File: src/rtl/axi_pkg.sv
// Shared definitions for the AXI write path: response codes, FSM states,
// request entry width and a saturating counter helper.
package axi_pkg;

  localparam logic [1:0] RESP_OKAY   = 2'b00;
  localparam logic [1:0] RESP_EXOKAY = 2'b01;
  localparam logic [1:0] RESP_SLVERR = 2'b10;
  localparam logic [1:0] RESP_DECERR = 2'b11;

  // Queue entry layout: {addr[31:0], data[31:0], strb[3:0]}
  localparam int REQ_W = 68;

  typedef enum logic [1:0] {
    IDLE = 2'd0,
    ADDR = 2'd1,
    RESP = 2'd2
  } state_t;

  function automatic logic [7:0] sat_inc8(input logic [7:0] v);
    return (v == 8'hFF) ? v : v + 8'd1;
  endfunction

endpackage

File: src/rtl/axi_req_fifo.sv
// Synchronous show-ahead FIFO; pointers carry one extra bit so that
// full and empty are distinguishable without a separate count.
module axi_req_fifo #(
  parameter int WIDTH = 68,
  parameter int DEPTH = 4
) (
  input  logic             clk,
  input  logic             reset,
  input  logic             push,
  input  logic [WIDTH-1:0] push_data,
  input  logic             pop,
  output logic [WIDTH-1:0] head,
  output logic             full,
  output logic             empty
);

  localparam int AW = $clog2(DEPTH);
  localparam logic [AW:0] PTR_ONE = (AW + 1)'(1);

  logic [WIDTH-1:0] mem [DEPTH];
  logic [AW:0]      wr_ptr;
  logic [AW:0]      rd_ptr;

  assign empty = (wr_ptr == rd_ptr);
  assign full  = (wr_ptr[AW] != rd_ptr[AW]) && (wr_ptr[AW-1:0] == rd_ptr[AW-1:0]);
  assign head  = mem[rd_ptr[AW-1:0]];

  always_ff @(posedge clk) begin
    if (!reset) begin
      wr_ptr <= '0;
      rd_ptr <= '0;
    end else begin
      if (push && !full) begin
        mem[wr_ptr[AW-1:0]] <= push_data;
        wr_ptr              <= wr_ptr + PTR_ONE;
      end
      if (pop && !empty) begin
        rd_ptr <= rd_ptr + PTR_ONE;
      end
    end
  end

endmodule

File: src/rtl/axi4_write_master.sv
// Single-outstanding AXI4-Lite write initiator fed from a request queue.
// Optional response watchdog enabled by defining AXI_WR_TIMEOUT_EN.
//
// state | meaning
// IDLE  | waiting for a queued request
// ADDR  | AW and W offered, each retired on its own handshake
// RESP  | bready high, waiting for the B response
module axi4_write_master
  import axi_pkg::*;
#(
  parameter int FIFO_DEPTH     = 4,
  parameter int TIMEOUT_CYCLES = 256
) (
  input  logic        clk,
  input  logic        reset,
  input  logic        req_valid,
  output logic        req_ready,
  input  logic [31:0] req_addr,
  input  logic [31:0] req_data,
  input  logic [3:0]  req_strb,
  output logic        done_valid,
  output logic [1:0]  done_resp,
  output logic        busy,
  output logic [7:0]  err_count,
  output logic [31:0] awaddr,
  output logic        awvalid,
  input  logic        awready,
  output logic [31:0] wdata,
  output logic [3:0]  wstrb,
  output logic        wvalid,
  input  logic        wready,
  input  logic [1:0]  bresp,
  input  logic        bvalid,
  output logic        bready
);

  state_t           state;
  logic             fifo_full;
  logic             fifo_empty;
  logic             fifo_pop;
  logic [REQ_W-1:0] fifo_head;
  logic             aw_pending;
  logic             w_pending;

  assign req_ready  = reset && !fifo_full;
  assign fifo_pop   = (state == IDLE) && !fifo_empty;
  assign busy       = (state != IDLE) || !fifo_empty;
  assign aw_pending = awvalid && !awready;
  assign w_pending  = wvalid && !wready;

  axi_req_fifo #(
    .WIDTH (REQ_W),
    .DEPTH (FIFO_DEPTH)
  ) u_fifo (
    .clk       (clk),
    .reset     (reset),
    .push      (req_valid && req_ready),
    .push_data ({req_addr, req_data, req_strb}),
    .pop       (fifo_pop),
    .head      (fifo_head),
    .full      (fifo_full),
    .empty     (fifo_empty)
  );

`ifdef AXI_WR_TIMEOUT_EN
  localparam int TW = $clog2(TIMEOUT_CYCLES + 1);
  logic [TW-1:0] tmo_cnt;
  logic          tmo_hit;
  assign tmo_hit = (tmo_cnt == TW'(TIMEOUT_CYCLES - 1));
`endif

  always_ff @(posedge clk) begin
    if (!reset) begin
      state      <= IDLE;
      awaddr     <= '0;
      wdata      <= '0;
      wstrb      <= 4'b0;
      awvalid    <= 1'b0;
      wvalid     <= 1'b0;
      bready     <= 1'b0;
      done_valid <= 1'b0;
      done_resp  <= RESP_OKAY;
      err_count  <= '0;
`ifdef AXI_WR_TIMEOUT_EN
      tmo_cnt    <= '0;
`endif
    end else begin
      done_valid <= 1'b0;
      case (state)
        IDLE: begin
          if (!fifo_empty) begin
            {awaddr, wdata, wstrb} <= fifo_head;
            awvalid <= 1'b1;
            wvalid  <= 1'b1;
            state   <= ADDR;
`ifdef AXI_WR_TIMEOUT_EN
            tmo_cnt <= '0;
`endif
          end
        end
        ADDR: begin
          awvalid <= aw_pending;
          wvalid  <= w_pending;
          if (!aw_pending && !w_pending) begin
            bready <= 1'b1;
            state  <= RESP;
          end
        end
        RESP: begin
          if (bvalid) begin
            done_resp  <= bresp;
            done_valid <= 1'b1;
            bready     <= 1'b0;
            state      <= IDLE;
            if (bresp != RESP_OKAY) err_count <= sat_inc8(err_count);
          end
        end
        default: state <= IDLE;
      endcase
`ifdef AXI_WR_TIMEOUT_EN
      // A real B handshake on the terminal cycle wins over the watchdog.
      if (state != IDLE) begin
        tmo_cnt <= tmo_cnt + TW'(1);
        if (tmo_hit && !(state == RESP && bvalid)) begin
          awvalid    <= 1'b0;
          wvalid     <= 1'b0;
          bready     <= 1'b0;
          done_valid <= 1'b1;
          done_resp  <= RESP_SLVERR;
          err_count  <= sat_inc8(err_count);
          state      <= IDLE;
        end
      end
`endif
    end
  end

endmodule

File: config.mk
export PLATFORM = sky130hd
export DESIGN_NAME = axi4_write_master
export DESIGN_NICKNAME = d
export VERILOG_FILES = /design/src/rtl/axi_pkg.sv /design/src/rtl/axi_req_fifo.sv /design/src/rtl/axi4_write_master.sv
export SDC_FILE = /design/constraint.sdc
export NUM_CORES = 1
export LEC_CHECK = 0
export ABC_CLOCK_PERIOD_IN_PS = 3800
export BUFFER_PORTS_ARGS = -buffer_cell sky130_fd_sc_hd__buf_2
export CORE_ASPECT_RATIO = 0.9
export CORE_MARGIN = 3
export CORE_UTILIZATION = 44
export CTS_CLUSTER_SIZE = 40
export DETAILED_ROUTE_END_ITERATION = 7
export GPL_TIMING_DRIVEN = 0
export PLACE_DENSITY = 0.64
export SLEW_MARGIN = 20
export SYNTH_ARGS = -nofsm -noshare
export SYNTH_HDL_FRONTEND = slang
export SYNTH_SLANG_ARGS = --single-unit
File: constraint.sdc
create_clock -name clk -period 3.8 [get_ports clk]
set_input_delay 0.76 -clock clk [delete_from_list [all_inputs] [get_ports clk]]
set_output_delay 0.76 -clock clk [all_outputs]
set_load 0.01 [all_outputs]
---- Word level (Yosys, flattened, before mapping) ----
Memories as Yosys holds them, arrays and structs flattened. A register that Yosys moved wholly into a read port is not among the register bits.
Cells that the tools add are included.
word-level totals
  register bits after elaboration ......... 22
  RAM bits ................................ 272
  input port bits ......................... 76
  output and inout port bits .............. 84
  logic and storage cells ................. 67
  memories kept ........................... 1
operators by class
  add/subtract/negate cells ............... 3
  equal/unequal tests ..................... 9
  muxes and demuxes ....................... 14
  bitwise operators ....................... 2
  reduce and logical (&&, ||, !) cells .... 29
memory list
  memory      words  bits a word  read ports  clocked after memory_dff  write ports  line                RTL
  u_fifo.mem  4      68           1           1                         1            axi_req_fifo.sv:20  logic [WIDTH-1:0] mem [DEPTH];
operator list
  kind                   number
  $logic_and A1 B1 Y1    9
  $add A8 B1 Y8 const B  1
  $eq A8 B8 Y1 const B   1
  $reduce_and A2 Y1      4
  $reduce_bool A2 Y1     4
  $logic_not A1 Y1       7
  $mux W1                7
  $add A3 B1 Y3 const B  2
  $mux W2                3
  $ne A2 B2 Y1 const B   3
  $pmux W1 S2            3
  $pmux W2 S3            1
  $reduce_and A3 Y1      2
  $reduce_and A4 Y1      1
  $eq A3 B3 Y1           1
  $eq A2 B1 Y1 const B   1
  $eq A2 B2 Y1           1
  $eq A2 B2 Y1 const B   1
  $logic_not A2 Y1       1
  $not A1 Y1             2
  $logic_or A1 B1 Y1     1
  $ne A1 B1 Y1           1

---- Depth between registers and ports, before layout ----
Gate-level depths: netlist (run 1).
  depth in word-level cells ............... 9
  mapped depth ............................ 7
  gate-level depth less buffers ........... 5

---- Cells and area by module ----
Synthesis (run 1) repeated with hierarchy kept, for this count alone.
unflattened totals
  cells, all modules ...................... 810
  area, all modules ....................... 13504.2 sq um
modules (own cells, without submodules)
  module             instances  cells each  area each (sq um)  seq. area each (sq um)
  axi_req_fifo       1          426         10391.2            8328.0
  axi4_write_master  1          384         3113.0             1681.6

---- Worst setup path after synthesis (run 1) ----
No wires, ideal clock.
  path kind ............................... input port to flip-flop
  start ................................... input reset
  end ..................................... memory u_fifo.mem[3][0], enable pin
  setup time .............................. 0.434 ns
  arrival time ............................ 2.944 ns
  required time ........................... 3.366 ns
  setup slack ............................. 0.422 ns
  cell stages on the path ................. 3
  path buffers ............................ 2
  cells stage by stage .................... clkbuf_1 clkbuf_1 and3_1
on the way
  cells in the longest elaborated chain, start to end .. 6
ends and longest elaborated chain
  element                          line                     RTL
  start: declaration               axi4_write_master.sv:15  input logic reset,
  $logic_and A1 B1 Y1              axi4_write_master.sv:45  assign req_ready = reset && !fifo_full;
  $logic_and A1 B1 Y1              axi4_write_master.sv:57  .push (req_valid && req_ready),
  $logic_and A1 B1 Y1              axi_req_fifo.sv:33       if (push && !full) begin
  $mux W1                          axi_req_fifo.sv:33
  $mux W1 *                        axi_req_fifo.sv:29       if (!reset) begin
  $mux W1 (implied by the code) *  axi_req_fifo.sv:34       mem[wr_ptr[AW-1:0]] <= push_data;
  end: declaration                 axi_req_fifo.sv:20
Mark *: on every way between the ends. The rest lies on a longest branch, timed or not.

---- Worst setup path after layout (run 1) ----
  start ................................... input reset
  end ..................................... output req_ready
on the way
  cells in the longest elaborated chain, start to end .. 1
ends and longest elaborated chain
  element              line                     RTL
  $logic_and A1 B1 Y1  axi4_write_master.sv:45
  end: declaration     axi4_write_master.sv:17  output logic req_ready,
No other way between the ends.

==> impl_metrics.ini, run 1 <==
[status]
outcome = finished clean

[grt]
first_global_vias = 7585
antenna_found_initial = 3
grt_overflow_total = 0
grt_pass1_wl_um = 43500
grtUsageTotal_pct = 17.6
grt_max_degree = 46

[detailed_routing]
wire_per_inst_um = 20.3
drc_errors = 0
finalWirelength_um = 28700
dr.pass1.iters = 5
num_vias = 7427
drt-vias-per-instance = 5.26
drt_iter0_drc = 501
ant_nets = 0

[cts]
cts_setup_buffers = 0
max-clock-path-buffers = 3
cts-buffers-inserted = 39
cts-root-buf = clkbuf_16
clkLatencyLatePin_ps = 520
cts_tree = built
post_cts_resized = 0
cts_hold_buf = 0
cts.sinks = 362
h-tree-depth = 2
clk_pin_slew_ps = 50

[placement]
placed_cell_area_um2 = 14800
portBuffers = 158
dpl.cell_count = 1341
dp_hpwl_um = 17700
place.gp.congestion = 0.751
pre_cts_ws_ps = 518

[sta]
final.setup.tns_ps = 0
timing.final.hold_violations = 0
worstMarginPinSlew_ps = 744
finalSetupViolations = 0
rsz0062_at_grt = false
clock_skew_ps = 13.2
finalWorstSetupSlack_ps = 859
slew_headroom_pct = 50.4
period_share_pct = 77.4
finalHoldWorstSlack_ps = 443
min_period_ps = 2940
max_freq_ghz = 0.340
slew_violations = 0

[yosys]
syn-num-nets = 865
synth_seq_area_share_pct = 74.6
synth.distinct_cells = 37
synth_top_cell_area_share_pct = 61.1
synth_area_per_cell_um2 = 17.1
synth_area_um2 = 13400
yosysTopAreaCell = edfxtp_1
synth_seq_cells = 362
synthCells = 783
ys_warn_count = 0
synth_area_leaders = edfxtp_1, dfxtp_1, mux4_2

[worst_setup_path]
max_stage_delay_ps = 540
worstSetupEndpointType = output port
cp_max_fo = 10
cp_common_cell = clkbuf_1
cp_slowest_cell = clkbuf_1
crit_chain = clkbuf_1 -> inv_1 -> clkbuf_1 -> a31oi_1 -> buf_2
worst_setup_path_start_kind = primary input
critical_path_class = in2out
crit_family = buffers and inverters
path_buf_inv = 4
cp.required_ps = 3040
arrival_ps = 2180

[cells_and_area]
final_common_cell = edfxtp_1
n_fill_cell = 2431
antennaDiodeCount = 0
nNetsFinal = 1068
fin_cells = 1412
final-seq-area_um2 = 9970
fin_util_pct = 54.5
drive_gt1_share_pct = 31.0
area_growth_pct = 19.8
fin_area_um2 = 16000
multiInputGateArea_um2 = 3110
final_cell_mix = edfxtp_1, buf_2, dfxtp_1

[pwr]
ir_drop_mv = 0.415
power_mw = 11.2
power_density_nw_per_um2 = 697
leakagePower_nw = 5.54

[floorplanning]
core-area_um2 = 29400
row_count = 59
die_w_um = 190
ios = 160
die-area_um2 = 32500
start_util_pct = 45.5
dieHeight_um = 171

[worst_hold_path]
hold_path_class = reg2reg

[job]
drv_cap = 0
## area by class of cell
type	instances	share of cell area, %
Timing Repair Buffer	162	5.58
Sequential cell	362	62.3
Buffer	52	1.71
Clock buffer	59	7.02
Inverter	9	0.211
Clock inverter	12	0.696
Multi-Input combinational cell	360	19.4
Tap cell	396	3.09
## cells in the mapped netlist, drive strengths merged
library cell / number
nand3: 74
a311oi: 1
clkbuf: 31
mux2i: 3
or3: 4
and3: 4
a21bo: 2
a21oi: 9
and4: 1
nand3b: 2
mux4: 68
nor2b: 2
o2111ai: 1
xor2: 2
o21ai: 73
buf: 21
or4: 2
inv: 9
a2111oi: 1
a211oi: 1
xnor2: 5
a31oi: 4
nand4: 1
edfxtp: 272
ha: 6
nor2: 13
o221ai: 1
dfxtp: 90
and3b: 1
nand2: 72
nor3: 4
o31ai: 3
## path summary, 6_finish.rpt
kind	slack (ps)	end	cells after the start	startpoint
setup / recovery	860	req_ready	5	reset
hold / removal	440	awaddr[17]	2	awaddr[17]
hold reg to reg	440	awaddr[17]	2	awaddr[17]
setup reg to reg	1140	u_fifo.mem[2][16]	5	u_fifo.rd_ptr[1]
## per-layer routing
metal | routed length [um] | up-vias | part of all wire (%) | GRT usage [%]
li1 | - | 3454 | - | -
met1 | 12500 | 3706 | 44 | 23.9
met2 | 13800 | 208 | 48 | 29.2
met3 | 1820 | 53 | 6.4 | 3.97
met4 | 503 | 6 | 1.8 | 4.31
met5 | 47 | - | 0.16 | 0
## worst min-delay path, stage by stage, from the launching register on
cell and delay [ps]:
dfxtp_1 300, nand2_1 50, o21ai_1 50
## logic make-up after synthesis
logic type / Yosys count / synth area share (%)
XOR/XNOR: 7 / 0.571
buffers and inverters: 61 / 2.30
AND/OR/NAND/NOR: 180 / 6.18
flip-flops: 362 / 74.6
multiplexers: 71 / 11.7
adder cells (fa/ha/maj): 6 / 0.562
AO/OA/AOI/OAI: 96 / 4.12
## where the power goes
part / switching, mW / internal [mW] / total, mW
Combinational: 1.52 / 1.09 / 2.61
Clock: 1.46 / 2.18 / 3.64
Sequential: 0.210 / 4.70 / 4.91
## flip-flops by register name (all words and copies together), names as in the netlist, 2 cells and up
register       count
awaddr            32
done_resp          2
u_fifo.mem       272
err_count          8
u_fifo.rd_ptr      3
wdata             32
state              2
u_fifo.wr_ptr      3
wstrb              4
Note: power is estimated with default switching activity, not from simulation.
==> run 2, diff against run 1 <==
--- a/config.mk
+++ b/config.mk
@@ -5,7 +5,7 @@
 export SDC_FILE = /design/constraint.sdc
 export NUM_CORES = 1
 export LEC_CHECK = 0
-export ABC_CLOCK_PERIOD_IN_PS = 3800
+export ABC_CLOCK_PERIOD_IN_PS = 2970
 export BUFFER_PORTS_ARGS = -buffer_cell sky130_fd_sc_hd__buf_2
 export CORE_ASPECT_RATIO = 0.9
 export CORE_MARGIN = 3
==> constraint.sdc (replaced) <==
create_clock -name clk -period 2.97 [get_ports clk]
set_input_delay 0.594 -clock clk [delete_from_list [all_inputs] [get_ports clk]]
set_output_delay 0.594 -clock clk [all_outputs]
set_load 0.01 [all_outputs]
==> impl_metrics.ini, run 2 (synthesis gave the netlist of run 1 again) <==
[status]
outcome = finished clean

[pwr]
power_mw = 14.4
ir_drop_mv = 0.603
leakagePower_nw = 5.56
power_density_nw_per_um2 = 895

[grt]
grt_pass1_wl_um = 43900
grtUsageTotal_pct = 17.7
antenna_found_initial = 5
grt_overflow_total = 0
grt_max_degree = 44
first_global_vias = 7584

[detailed_routing]
drc_errors = 0
drt_iter0_drc = 482
num_vias = 7370
finalWirelength_um = 28600
ant_nets = 0
route.met2.wl_um = 13600
topRoutingLayerUsed = met5
met3_length_um = 1710
dr.pass1.iters = 5
drt-vias-per-instance = 5.22
wl_met1_um = 12700
wire_per_inst_um = 20.2

[worst_setup_path]
crit_start = u_fifo.rd_ptr[0]
cp_max_fo = 36
critical_path_class = reg2reg
r2r_end = u_fifo.mem[0][15]
cp.required_ps = 3170
ff2ff_setup_slack_ps = 250
r2r_cells = 5
worstSetupEndpointType = flop
rr_startpoint = u_fifo.rd_ptr[0]
worst_setup_path_start_kind = flop
arrival_ps = 2910

[cts]
cts_hold_buf = 0
h-tree-depth = 2
post_cts_resized = 0
cts-root-buf = clkbuf_16
cts_setup_buffers = 0
cts_tree = built
cts-buffers-inserted = 38
max-clock-path-buffers = 3
clk_pin_slew_ps = 60
clkLatencyLatePin_ps = 510
cts.sinks = 362

[cells_and_area]
nNetsFinal = 1067
final_common_cell = edfxtp_1
fin_util_pct = 54.6
final-seq-area_um2 = 9970
area_growth_pct = 20.0
fin_cells = 1412
n_fill_cell = 2414
final_cell_mix = edfxtp_1, buf_2, dfxtp_1
largest_reg_flops = 272
drive_gt1_share_pct = 31.3
multiInputGateArea_um2 = 3110

[job]
drv_cap = 0

[sta]
worstMarginPinSlew_ps = 747
clock_skew_ps = 11.7
period_share_pct = 91.5
max_freq_ghz = 0.368
rsz0062_at_grt = false
slew_violations = 0
slew_headroom_pct = 50.2
finalSetupViolations = 0
timing.final.hold_violations = 0
finalWorstSetupSlack_ps = 252
min_period_ps = 2720

[placement]
dpl.cell_count = 1341
pre_cts_ws_ps = -76.1
place.gp.congestion = 0.792
portBuffers = 158
dp_hpwl_um = 17900

[worst_hold_path]
min_from = req_data[26]
hold_path_class = in2reg
whs_endpoint = u_fifo.mem[1][30]
min_path_cells = 1

[floorplanning]
dieHeight_um = 171
ios = 160
start_util_pct = 45.5
core-area_um2 = 29400
die-area_um2 = 32500
die_w_um = 190
row_count = 59
## run 2: critical path: stages (launching register included)
cell,delay [ps]
dfxtp_1,330
buf_2,330
xnor2_2,180
a31oi_2,500
and3_4,700
buf_12,310
## run 2: stage by stage
step	TNS, ps	hold WS [ps]	area [um^2]
floorplan	0	473	13400
global placement	-204630	435	14700
detailed placement	-5440	438	14800
CTS	0	269	16000
global route	0	280	16000
finish	0	295	16000
## run 2: worst max path at each step
stage / to / slack (ps) / cells past startpoint
6_report: u_fifo.mem[0][15] / 250 / 5
5_1_grt: u_fifo.mem[0][8] / 130 / 5
4_1_cts: u_fifo.mem[0][14] / 270 / 5
3_5_place_dp: u_fifo.mem[2][15] / -80 / 4
3_3_place_gp: u_fifo.mem[0][15] / -790 / 3
2_1_floorplan: u_fifo.mem[0][0] / 520 / 3
## run 2: power breakdown
group | internal [mW] | total, mW | switching (mW)
registers | 6.02 | 6.29 | 0.271
clock network | 2.88 | 4.73 | 1.86
logic | 1.39 | 3.33 | 1.94
## run 2: layout make-up
| class | count | share of cell area (%) |
|---|---|---|
| inverters | 9 | 0.211 |
| clock buffers | 60 | 7.28 |
| diodes | 1 | 0.0156 |
| plain buffers | 52 | 1.71 |
| well taps | 396 | 3.09 |
| multi-input cells | 360 | 19.4 |
| clock inverters | 10 | 0.663 |
| flip-flops and latches | 362 | 62.1 |
| repair buffers | 162 | 5.52 |
## run 2: per-layer routing
| layer | vias up | track usage (%) |
|---|---|---|
| li1 | 3447 | - |
| met1 | 3689 | 24.1 |
| met2 | 185 | 29.1 |
| met3 | 41 | 4.20 |
| met4 | 8 | 4.37 |
| met5 | - | 0 |
